`src/rtl/rcv_bit_ctrl.sv`:
```
// ============================================================================
// Module     : rcv_bit_ctrl
// Description: UART receive timing/control: line synchronizer, start-bit
//              validation, mid-bit shift strobes, stop-bit check.
//              Optional even-parity check enabled by macro RCV_PARITY_EN.
// Revision   : 1.0 - initial release
// ============================================================================
`timescale 1ns/1ps
`default_nettype none

module rcv_bit_ctrl #(
  parameter int CLKS_PER_BIT  = 10,
  parameter int NUM_DATA_BITS = 8
) (
  input  logic clk,
  input  logic n_rst,
  input  logic serial_in,
  output logic serial_sync,
  output logic shift_enable,
  output logic load_buffer,
  output logic framing_error,
  output logic busy,
  output logic parity_error
);

  localparam int CW = $clog2(CLKS_PER_BIT);
  localparam int BW = (NUM_DATA_BITS > 1) ? $clog2(NUM_DATA_BITS) : 1;

  localparam logic [CW-1:0] CLK_LAST = CW'(CLKS_PER_BIT - 1);
  localparam logic [CW-1:0] CLK_HALF = CW'(CLKS_PER_BIT / 2 - 1);
  localparam logic [CW-1:0] CLK_ONE  = CW'(1);
  localparam logic [BW-1:0] BIT_LAST = BW'(NUM_DATA_BITS - 1);
  localparam logic [BW-1:0] BIT_ONE  = BW'(1);

`ifdef RCV_PARITY_EN
  typedef enum logic [2:0] {
    IDLE   = 3'd0,
    START  = 3'd1,
    DATA   = 3'd2,
    STOP   = 3'd3,
    PARITY = 3'd4
  } state_t;
`else
  typedef enum logic [2:0] {
    IDLE   = 3'd0,
    START  = 3'd1,
    DATA   = 3'd2,
    STOP   = 3'd3
  } state_t;
`endif

  state_t        state, state_nxt;
  logic          sync_meta;
  logic          sync_prev;
  logic [CW-1:0] clk_cnt, clk_cnt_nxt;
  logic [BW-1:0] bit_cnt, bit_cnt_nxt;
  logic          load_nxt;
  logic          ferr_nxt;

  // Reset high so a line already idling high never looks like an edge.
  always_ff @(posedge clk or negedge n_rst) begin
    if (!n_rst) begin
      sync_meta   <= 1'b1;
      serial_sync <= 1'b1;
      sync_prev   <= 1'b1;
    end else begin
      sync_meta   <= serial_in;
      serial_sync <= sync_meta;
      sync_prev   <= serial_sync;
    end
  end

  always_ff @(posedge clk or negedge n_rst) begin
    if (!n_rst) begin
      state         <= IDLE;
      clk_cnt       <= '0;
      bit_cnt       <= '0;
      load_buffer   <= 1'b0;
      framing_error <= 1'b0;
      busy          <= 1'b0;
    end else begin
      state         <= state_nxt;
      clk_cnt       <= clk_cnt_nxt;
      bit_cnt       <= bit_cnt_nxt;
      load_buffer   <= load_nxt;
      framing_error <= ferr_nxt;
      busy          <= (state_nxt != IDLE);
    end
  end

`ifdef RCV_PARITY_EN
  logic par_acc, par_acc_nxt;
  logic perr_nxt;

  always_ff @(posedge clk or negedge n_rst) begin
    if (!n_rst) begin
      par_acc      <= 1'b0;
      parity_error <= 1'b0;
    end else begin
      par_acc      <= par_acc_nxt;
      parity_error <= perr_nxt;
    end
  end
`else
  assign parity_error = 1'b0;
`endif

  always_comb begin
    state_nxt    = state;
    clk_cnt_nxt  = clk_cnt;
    bit_cnt_nxt  = bit_cnt;
    load_nxt     = 1'b0;
    ferr_nxt     = framing_error;
    shift_enable = 1'b0;
`ifdef RCV_PARITY_EN
    par_acc_nxt  = par_acc;
    perr_nxt     = parity_error;
`endif

    case (state)
      IDLE: begin
        if (sync_prev && !serial_sync) begin
          state_nxt   = START;
          clk_cnt_nxt = '0;
        end
      end

      START: begin
        if (clk_cnt == CLK_HALF) begin
          clk_cnt_nxt = '0;
          if (!serial_sync) begin
            ferr_nxt    = 1'b0;
            bit_cnt_nxt = '0;
            state_nxt   = DATA;
`ifdef RCV_PARITY_EN
            perr_nxt    = 1'b0;
            par_acc_nxt = 1'b0;
`endif
          end else begin
            state_nxt = IDLE;
          end
        end else begin
          clk_cnt_nxt = clk_cnt + CLK_ONE;
        end
      end

      DATA: begin
        if (clk_cnt == CLK_LAST) begin
          shift_enable = 1'b1;
          clk_cnt_nxt  = '0;
`ifdef RCV_PARITY_EN
          par_acc_nxt  = par_acc ^ serial_sync;
`endif
          if (bit_cnt == BIT_LAST) begin
            bit_cnt_nxt = '0;
`ifdef RCV_PARITY_EN
            state_nxt   = PARITY;
`else
            state_nxt   = STOP;
`endif
          end else begin
            bit_cnt_nxt = bit_cnt + BIT_ONE;
          end
        end else begin
          clk_cnt_nxt = clk_cnt + CLK_ONE;
        end
      end

`ifdef RCV_PARITY_EN
      PARITY: begin
        if (clk_cnt == CLK_LAST) begin
          clk_cnt_nxt = '0;
          perr_nxt    = parity_error | (par_acc ^ serial_sync);
          state_nxt   = STOP;
        end else begin
          clk_cnt_nxt = clk_cnt + CLK_ONE;
        end
      end
`endif

      STOP: begin
        if (clk_cnt == CLK_LAST) begin
          clk_cnt_nxt = '0;
          state_nxt   = IDLE;
          if (serial_sync) begin
            load_nxt = 1'b1;
          end else begin
            ferr_nxt = 1'b1;
          end
        end else begin
          clk_cnt_nxt = clk_cnt + CLK_ONE;
        end
      end

      default: begin
        state_nxt   = IDLE;
        clk_cnt_nxt = '0;
        bit_cnt_nxt = '0;
      end
    endcase
  end

endmodule

`default_nettype wire

```
`config.mk`:
```
export PLATFORM = sky130hd
export DESIGN_NAME = rcv_bit_ctrl
export DESIGN_NICKNAME = d
export VERILOG_FILES = /design/src/rtl/rcv_bit_ctrl.sv
export SDC_FILE = /design/constraint.sdc
export NUM_CORES = 1
export LEC_CHECK = 0
export CORE_MARGIN = 2
export CORE_UTILIZATION = 55
export CTS_CLUSTER_SIZE = 14
export DETAILED_ROUTE_END_ITERATION = 7
export HOLD_SLACK_MARGIN = 0.08
export PLACE_DENSITY_LB_ADDON = 0.05
export SETUP_SLACK_MARGIN = 0.05
export SLEW_MARGIN = 20
export SYNTH_ARGS = -nofsm -noshare
export SYNTH_HDL_FRONTEND = slang
export SYNTH_SLANG_ARGS = --single-unit
```
`constraint.sdc`:
```
create_clock -name clk -period 2.05 [get_ports clk]
set_input_delay 0.205 -clock clk [delete_from_list [all_inputs] [get_ports clk]]
set_output_delay 0.205 -clock clk [all_outputs]
set_load 0.1 [all_outputs]
```
==> results.cfg <==
[logic_synthesis]
synthArstFlopShare_pct = 100.0
ys_ff_latch = 16
synth_flop_cell = dfrtp_1
syn_area_per_cell_um2 = 11.29
yosys_warnings = 0
synth_edf_count = 0
synth_area_um2 = 858.3
synth.distinct_cells = 31
yosysSeqAreaShare_pct = 47.08
syn_inst = 76

[power]
seqPwrFrac_pct = 58.5
internal_power_mw = 0.4211
power.switching_mw = 0.1573
p_comb_share_pct = 11.1
power_frac_clock_pct = 30.4
powerDensity_mw_per_mm2 = 601.9
leakagePower_nw = 0.4480
max-vdd-ir-drop_uv = 369.3
swShare_pct = 27.20

[place]
gp_congestion = 0.8074
hpwl_um = 976.9
port-buffer-count = 7

[setup_path]
critPathCaptureType = primary output
crit_required_ns = 1.85
arrival_ns = 1.55
startpoint_type = flop
worst-setup-path-type = flop to primary output
r2r_start = clk_cnt[1]
critical_path.max_fanout = 6
critPathLaunch = clk_cnt[1]

[floorplanning]
initial_core_util_pct = 57.65
design.die.area_mm2 = 0.001893
num_rows = 14
core_area_mm2 = 0.001489
fp.dieH_um = 43.51
die_w_um = 43.51
io_pins = 9

[sta]
hold_violations = 0
final_max_slew_viol_count = 0
relSlewSlack_pct = 53.58
setup_violations = 0
tightest_slew_ns = 0.6941
finalCritPeriodShare_pct = 85.84
min_period_ns = 1.760
fmax_mhz = 568.2
fin_setup_tns_ns = 0
clock_skew_ns = 0.01077
rsz0062_at_grt = no

[run_status]
status = finished clean

[final_layout]
multi_input_area_um2 = 414.1
layout-drive-gt1-share_pct = 20.24
syn2layout_area_growth_pct = 11.95
largest_reg_flops = 4
diodes = 0
fin_util_pct = 64.54
nets = 93
top_register = clk_cnt
nFillCells = 117
regArea_um2 = 404.1
largest_registers = clk_cnt (4), bit_cnt (3), state (3)

[cts]
cts_resized = 0
post-cts-setup-buffer-count = 0
cts_buffers = 3
path_clk_slew_ns = 0.10
cts_tree = done
clk_latency_ns = 0.29
cts-root-buf = clkbuf_4
cts_hold_buf = 0
clock_path_buffers = 2
cts-htree-levels = 1
clock-sinks = 16

[global_route]
grtUsageTotal_pct = 17.80
grt_max_degree = 17
antenna_found_initial = 0
overflow = 0
grt_pass1_vias = 523
grt_pass1_wl_mm = 2.380

[route]
routedWlPerCell_um = 13.85
wl_mm = 1.385
vias = 562
avgViaCountPerCell = 5.620
remaining_drc_errors = 0
ant_nets = 0
first_iter_violations = 8
drtPass1Iterations = 4

[hold_path]
hp-class = input port to async pin

[job]
max_cap_viol_count = 0
==> synth_stat cells (2+ instances only) <==
cell       n  share of area (%)
dfrtp_1   13                 38
inv_1      7                3.1
ha_1       5                7.3
mux2i_1    5                5.8
nor3_1     4                2.3
nor3b_1    4                3.5
dfstp_2    3                9.2
nor2_1     3                1.3
o32ai_1    3                3.1
a211oi_1   2                1.7
buf_2      2                1.2
nand2_1    2               0.87
nand2b_1   2                1.5
nand3b_4   2                4.7
nor2b_1    2                1.5
o22ai_1    2                1.5
==> cells in the final DEF, fill, tap and decap left out, drive strengths merged, types with 3 or more instances in the layout <==
master,Yosys,routed
buf,4,5
clkbuf,0,4
dfrtp,13,13
dfstp,3,3
ha,5,5
inv,7,7
mux2i,5,5
nor2,3,3
nor3,4,4
nor3b,4,4
o32ai,3,3
==> layer usage <==
layer	vias to the layer above	GRT usage (%)	wire length (um)
met5	-	0	0
met4	0	10.91	28
met3	4	5.000	52
met2	12	23.28	549
met1	266	25.88	755
li1	280	-	-
==> power groups by stage <==
stage               Clock [mW]  Combinational (mW)  Sequential [mW]
floorplan                    0              0.0402            0.354
global placement             0              0.0646            0.344
detailed placement           0              0.0649            0.344
CTS                      0.182              0.0651            0.338
global route             0.196              0.0705            0.340
finish                   0.176              0.0643            0.338
==> kinds of logic after synthesis <==
family	synth area share [%]
xor gates and xnor gates	1.021
muxes	5.831
and+or+nand+nor	19.97
AOI/OAI and AO/OA	11.95
adders and majority gates	7.289
buffers and inverters	6.415
other	0.4369
DFF	47.08
==> final cells by class <==
cell class	instances	area share [%]
repair buffers	7	7.292
inverters	7	2.734
multi-input cells	50	43.10
clock buffers	4	2.734
flip-flops and latches	16	42.06
well taps	16	2.083
==> metrics by stage <==
step	area, um2	cells	setup slack, ns	total power [mW]	hold slack [ns]
6_report	960.9	100	0.2902	0.5784	0.3186
3_5_place_dp	934.6	96	0.4835	0.4091	0.3479
5_1_grt	960.9	100	0.1716	0.6065	0.3171
4_1_cts	960.9	100	0.2843	0.5853	0.3132
3_3_place_gp	934.6	96	0.4544	0.4088	0.3461
2_1_floorplan	873.3	77	0.2705	0.3946	-0.09059
==> final timing paths <==
check | endpoint | slack (ns) | cells after the start
setup / recovery | shift_enable | 0.29 | 5
hold / removal | framing_error | 0.32 | 1
setup reg to reg | bit_cnt[1] | 0.49 | 6
hold reg to reg | serial_sync | 0.36 | 0
max in group asynchronous | clk_cnt[3] | 1.28 | 1
min in group clk | sync_meta | 0.32 | 1
==> worst max-delay path, stage by stage (launching register included) <==
cell      delay, ns
dfrtp_1        0.41
inv_1          0.11
ha_1           0.21
nand3b_4       0.13
nor3_4         0.21
buf_12         0.20
(Power assumes the default switching activity.)
